<file path="src/rtl/sys_ctrl_pkg.sv">
// Shared types and defaults for the UART command sequencer (sys_ctrl_cmd).
package sys_ctrl_pkg;

  localparam int unsigned DEF_DATA_WIDTH = 8;
  localparam int unsigned DEF_ADDR_WIDTH = 4;
  localparam logic [7:0]  DEF_WR_CMD     = 8'hAA;
  localparam logic [7:0]  DEF_RD_CMD     = 8'hBB;

  typedef enum logic [2:0] {
    StIdle,
    StWrAddr,
    StWrData,
    StRdAddr,
    StRdWait,
    StTxSend
  } state_e;

endpackage

</file>
<file path="src/rtl/sys_ctrl_frame_timer.sv">
// Inter-byte idle counter for frames in flight; flags expiry after TIMEOUT_CYCLES-1 idle cycles.
module sys_ctrl_frame_timer #(
  parameter int unsigned TIMEOUT_CYCLES = 1024
) (
  input  logic CLK,
  input  logic RST,
  input  logic active,
  input  logic rx_vld,
  output logic expire
);

  localparam int unsigned CntW = (TIMEOUT_CYCLES > 2) ? $clog2(TIMEOUT_CYCLES) : 1;

  logic [CntW-1:0] count_q, count_d;

  // Every state change inside a frame is caused by a byte or by expiry, so clearing on
  // rx_vld and while inactive also covers the clear-on-state-change case.
  always_comb begin
    count_d = count_q + 1'b1;
    if (!active || rx_vld) begin
      count_d = '0;
    end
  end

  always_ff @(posedge CLK or negedge RST) begin
    if (!RST) begin
      count_q <= '0;
    end else begin
      count_q <= count_d;
    end
  end

  assign expire = active && !rx_vld && (count_q == CntW'(TIMEOUT_CYCLES - 2));

endmodule

</file>
<file path="src/rtl/sys_ctrl_cmd.sv">
// Command decoder/sequencer between UART RX/TX and the register file.
// Optional inter-byte timeout enabled with `define SYS_CTRL_TIMEOUT_EN.
module sys_ctrl_cmd
  import sys_ctrl_pkg::*;
#(
  parameter int unsigned           DATA_WIDTH     = DEF_DATA_WIDTH,
  parameter int unsigned           ADDR_WIDTH     = DEF_ADDR_WIDTH,
  parameter logic [DATA_WIDTH-1:0] WR_CMD         = DATA_WIDTH'(DEF_WR_CMD),
  parameter logic [DATA_WIDTH-1:0] RD_CMD         = DATA_WIDTH'(DEF_RD_CMD),
  parameter int unsigned           TIMEOUT_CYCLES = 1024
) (
  input  logic                  CLK,
  input  logic                  RST,
  input  logic [DATA_WIDTH-1:0] RX_P_DATA,
  input  logic                  RX_D_VLD,
  input  logic [DATA_WIDTH-1:0] RdData,
  input  logic                  Rd_VLD,
  input  logic                  TX_BUSY,
  output logic                  WrEn,
  output logic                  RdEn,
  output logic [ADDR_WIDTH-1:0] Address,
  output logic [DATA_WIDTH-1:0] WrData,
  output logic [DATA_WIDTH-1:0] TX_P_DATA,
  output logic                  TX_D_VLD,
  output logic                  CMD_ERR
);

  if (TIMEOUT_CYCLES < 2 || ADDR_WIDTH > DATA_WIDTH) begin : g_bad_params
    $error("sys_ctrl_cmd: TIMEOUT_CYCLES must be >= 2 and ADDR_WIDTH <= DATA_WIDTH");
  end

  state_e                state_q, state_d;
  logic [ADDR_WIDTH-1:0] addr_q, addr_d;
  logic [ADDR_WIDTH-1:0] address_q, address_d;
  logic [DATA_WIDTH-1:0] wr_data_q, wr_data_d;
  logic [DATA_WIDTH-1:0] tx_buf_q, tx_buf_d;
  logic                  wr_en_q, wr_en_d;
  logic                  rd_en_q, rd_en_d;
  logic                  tx_vld_q, tx_vld_d;
  logic                  cmd_err_q, cmd_err_d;

`ifdef SYS_CTRL_TIMEOUT_EN
  logic frame_active;
  logic frame_expire;

  assign frame_active = (state_q == StWrAddr) || (state_q == StWrData) ||
                        (state_q == StRdAddr);

  sys_ctrl_frame_timer #(
    .TIMEOUT_CYCLES (TIMEOUT_CYCLES)
  ) u_frame_timer (
    .CLK    (CLK),
    .RST    (RST),
    .active (frame_active),
    .rx_vld (RX_D_VLD),
    .expire (frame_expire)
  );
`endif

  always_comb begin
    state_d   = state_q;
    addr_d    = addr_q;
    address_d = address_q;
    wr_data_d = wr_data_q;
    tx_buf_d  = tx_buf_q;
    wr_en_d   = 1'b0;
    rd_en_d   = 1'b0;
    tx_vld_d  = 1'b0;
    cmd_err_d = 1'b0;

    unique case (state_q)
      StIdle: begin
        if (RX_D_VLD) begin
          if (RX_P_DATA == WR_CMD) begin
            state_d = StWrAddr;
          end else if (RX_P_DATA == RD_CMD) begin
            state_d = StRdAddr;
          end else begin
            cmd_err_d = 1'b1;
          end
        end
      end
      StWrAddr: begin
        if (RX_D_VLD) begin
          addr_d  = RX_P_DATA[ADDR_WIDTH-1:0];
          state_d = StWrData;
        end
      end
      StWrData: begin
        if (RX_D_VLD) begin
          wr_en_d   = 1'b1;
          address_d = addr_q;
          wr_data_d = RX_P_DATA;
          state_d   = StIdle;
        end
      end
      StRdAddr: begin
        if (RX_D_VLD) begin
          rd_en_d   = 1'b1;
          addr_d    = RX_P_DATA[ADDR_WIDTH-1:0];
          address_d = RX_P_DATA[ADDR_WIDTH-1:0];
          state_d   = StRdWait;
        end
      end
      StRdWait: begin
        // Bytes arriving while a read is outstanding are dropped, not queued.
        cmd_err_d = RX_D_VLD;
        if (Rd_VLD) begin
          tx_buf_d = RdData;
          state_d  = StTxSend;
        end
      end
      StTxSend: begin
        cmd_err_d = RX_D_VLD;
        if (!TX_BUSY) begin
          tx_vld_d = 1'b1;
          state_d  = StIdle;
        end
      end
      default: begin
        state_d = StIdle;
      end
    endcase

`ifdef SYS_CTRL_TIMEOUT_EN
    // Expiry only fires in cycles without a byte, so no strobe can coincide with it.
    if (frame_expire) begin
      state_d   = StIdle;
      cmd_err_d = 1'b1;
    end
`endif
  end

  always_ff @(posedge CLK or negedge RST) begin
    if (!RST) begin
      state_q   <= StIdle;
      addr_q    <= '0;
      address_q <= '0;
      wr_data_q <= '0;
      tx_buf_q  <= '0;
      wr_en_q   <= 1'b0;
      rd_en_q   <= 1'b0;
      tx_vld_q  <= 1'b0;
      cmd_err_q <= 1'b0;
    end else begin
      state_q   <= state_d;
      addr_q    <= addr_d;
      address_q <= address_d;
      wr_data_q <= wr_data_d;
      tx_buf_q  <= tx_buf_d;
      wr_en_q   <= wr_en_d;
      rd_en_q   <= rd_en_d;
      tx_vld_q  <= tx_vld_d;
      cmd_err_q <= cmd_err_d;
    end
  end

  assign WrEn      = wr_en_q;
  assign RdEn      = rd_en_q;
  assign Address   = address_q;
  assign WrData    = wr_data_q;
  assign TX_P_DATA = tx_buf_q;
  assign TX_D_VLD  = tx_vld_q;
  assign CMD_ERR   = cmd_err_q;

endmodule
</file>
<file path="config.mk">
export PLATFORM = sky130hd
export DESIGN_NAME = sys_ctrl_cmd
export DESIGN_NICKNAME = d
export VERILOG_FILES = /design/src/rtl/sys_ctrl_pkg.sv /design/src/rtl/sys_ctrl_frame_timer.sv /design/src/rtl/sys_ctrl_cmd.sv
export SDC_FILE = /design/constraint.sdc
export NUM_CORES = 1
export LEC_CHECK = 0
export CAP_MARGIN = 10
export CORE_ASPECT_RATIO = 0.5
export CORE_MARGIN = 4
export CORE_UTILIZATION = 40
export CTS_BUF_LIST = sky130_fd_sc_hd__clkbuf_4
export DETAILED_ROUTE_END_ITERATION = 12
export DONT_BUFFER_PORTS = 1
export PLACE_DENSITY = 0.51
export SYNTH_ARGS = -nofsm -noshare
export SYNTH_HDL_FRONTEND = slang
export SYNTH_SLANG_ARGS = --single-unit
</file>
<file path="constraint.sdc">
create_clock -name CLK -period 3.8 [get_ports CLK]
set_input_delay 0.57 -clock CLK [delete_from_list [all_inputs] [get_ports CLK]]
set_output_delay 0.57 -clock CLK [all_outputs]
set_load 0.005 [all_outputs]
</file>
==> summary.md <==
| Metric | Value |
|---|---|
| Syn Area/Cell | 14.1 sq um |
| # diodes | 0 |
| Critical Path AT | 1.88 ns |
| Placed cell count | 131 |
| WL final | 2.47 mm |
| Port buffer count | 0 |
| Endpoint type of the worst setup path | register |
| Setup CP Type | register to register |
| Total CTS buffers | 5 |
| Area contributors post-synth | dfrtp_1 (58%), mux2_2 (17%), mux2i_1 (3.0%), o41ai_4 (2.1%), nand2_1 (1.7%) |
| Number of global-route vias before repair | 789 |
| Post-synthesis sequential area ratio | 0.578 |
| Core Region | 3100 sq um |
| Die Width | 89.9 um |
| Layout cell share with drive strength beyond 1 | 0.390 |
| Worst-Margin Slew | 0.445 ns |
| Final Instance Count excl. Fillers | 140 |
| Pre-CTS WS | 2.13 ns |
| Dpl hpwl | 1.84 mm |
| Worst-Skew Late Latency | 0.33 ns |
| Worst Hold Class | input port to asynchronous set/reset pin |
| RSZ-0062 raised after global routing | false |
| Max Freq | 602 MHz |
| Starting density of the core | 0.433 |
| Tmin final | 1.66 ns |
| CTS tree | yes |
| Root Driver | clkbuf_4 |
| DRT iter0 DRCs | 22 |
| Post-synth EDFFs | 0 |
| Area grow syn2layout | 11.4% |
| GRT overflow | 0 |
| IO Count | 45 |
| Die ar. | 4400 sq um |
| Vias | 752 |
| Final setup fails | 0 |
| GRT Total Usage | 0.120 |
| GP Congestion | 0.715 |
| Synth Net Count | 116 |
| Clk slew on worst S/H paths | 0.10 ns |
| Synth Instances | 95 |
| H-tree depth | 2 |
| Leakage power | 0.683 nW |
| Max cap viols | 0 |
| Synth async-reset ratio | 1.00 |
| Top_reg_cell synth | dfrtp_1 |
| Clk buf depth | 2 |
| Clock skew | 0.00662 ns |
| Router iterations before antenna repair | 4 |
| Post-cts sizing count | 0 |
| Slew Limit Fails | 0 |
| Power Dens Cells | 846 nW/um^2 |
| Routed WL per cell | 17.6 um |
| Final setup margin | 2.14 ns |
| First-pass GRT wire length | 4.06 mm |
| Final period util | 0.437 |
| Count of cell types in the netlist | 28 |
| CP Data Required Time | 4.02 ns |
| Top cell type's share of synthesized area | 0.578 |
| Setup TNS | 0 ns |
| Die Y | 48.9 um |
| Crit path max fanout | 11 |
| Outcome | finished clean |
| Final ANT Viol Nets | 0 |
| #FFs+latches synth | 31 |
| Final Hold Violating Endpoints | 0 |
| Slew headroom | 0.703 |
| Worst IR drop on VDD | 0.258 mV |
| # rows | 14 |
| Number of antenna violations at the first check in global routing | 0 |
| Fin util | 0.482 |
| Post-CTS setup buffer count | 0 |
| Synthesized area | 1340 sq um |
| Nets | 120 |
| Total number of yosys warnings | 0 |
| Largest net degree at the start of global routing | 32 |
| Avg Vias per Cell | 5.37 |
| Post-route DRC | 0 |
| CTS Sinks | 31 |
| Critical Path Source Type | register |
| Cell taking the most area after synthesis | dfrtp_1 |
==> cells by family (layout without fill, tap and decap cells) <==
group	count (synthesis)	after routing	synth area share
mux	25	25	0.209
flops	31	31	0.578
simple gates	25	25	0.122
compound gates	9	9	0.0672
buf+inv	4	9	0.0168
xor+xnor	1	1	0.00653
==> worst max-delay path: stages (launching register included) <==
cell and delay (ns):
dfrtp_1 0.55, nor2_1 0.19, and3_1 0.43, mux2_2 0.39
==> repair_timing <==
item / 4_1_cts / 5_1_grt
hold endpoints to repair: 31 / 0
setup endpoints to repair: 0 / 0
hold buffers: 1 / 0
==> synthesized netlist by cell type (2+ instances only) <==
cell type / count
and3_1: 2
buf_2: 3
dfrtp_1: 31
mux2_2: 20
mux2i_1: 4
nand2_1: 6
nor2_1: 3
nor2b_1: 2
nor3b_1: 2
o21ai_0: 4
==> area by class of cell <==
type | count | area (sq um)
well taps | 40 | 50.0
fillers | 280 | 1610
multi-input cells | 60 | 543
clock buffers | 6 | 45.0
flip-flops and latches | 31 | 776
repair buffers | 1 | 20.0
clock inverters | 2 | 60.1
==> power by group <==
group          total (mW)  internal, mW  switching (mW)
clock               0.324         0.212           0.112
combinational       0.318         0.192           0.126
sequential          0.622         0.477           0.144
==> final timing paths <==
| check | startpoint | depth (start not counted) | to | slack [ns] |
|---|---|---|---|---|
| min in group CLK | RdData[6] | 1 | TX_P_DATA[6]$_DFFE_PN0P_ | 0.39 |
| worst max register to register | state_q[0]$_DFFE_PN0P_ | 3 | TX_P_DATA[4]$_DFFE_PN0P_ | 2.14 |
| worst max-delay path | state_q[0]$_DFFE_PN0P_ | 3 | TX_P_DATA[4]$_DFFE_PN0P_ | 2.14 |
| worst min register to register | addr_q[1]$_DFFE_PN0P_ | 1 | addr_q[1]$_DFFE_PN0P_ | 0.52 |
| worst min-delay path | RST | 1 | WrData[2]$_DFFE_PN0P_ | 0.06 |
| max in group asynchronous | RST | 1 | TX_P_DATA[3]$_DFFE_PN0P_ | 3.58 |
==> through the flow <==
| step | hold slack, ns | area [sq um] | power [mW] |
|---|---|---|---|
| 6_report | 0.0561 | 1490 | 1.26 |
| 5_1_grt | 0.0308 | 1490 | 1.34 |
| 4_1_cts | 0.0487 | 1490 | 1.28 |
| 3_5_place_dp | 0.275 | 1370 | 0.943 |
| 3_3_place_gp | 0.275 | 1370 | 0.924 |
| 2_1_floorplan | 0.274 | 1340 | 0.877 |
==> registers in the layout, indices dropped and copies added (netlist names) <==
name       flops
TX_P_DATA      8
WrData         8
Address        4
addr_q         4
state_q        3
CMD_ERR        1
RdEn           1
TX_D_VLD       1
WrEn           1
==> cells in the final DEF (no fill, tap or decap), types with 2 or more instances in the layout <==
cell type	synthesis	routed
and3_1	2	2
bufinv_16	0	2
clkbuf_4	0	6
dfrtp_1	31	31
mux2_2	20	20
mux2i_1	4	4
nand2_1	6	6
nor2_1	3	3
nor2b_1	2	2
nor3b_1	2	2
o21ai_0	4	4
==> per-layer routing <==
metal	part of all wire	global-route usage	wire length (um)	vias to the layer above
met5	0	0	0	-
met4	0	0.0305	0	0
met3	0.072	0.0663	177	0
met2	0.43	0.162	1050	33
met1	0.50	0.164	1240	372
li1	-	-	-	347
(Power assumes the default switching activity.)
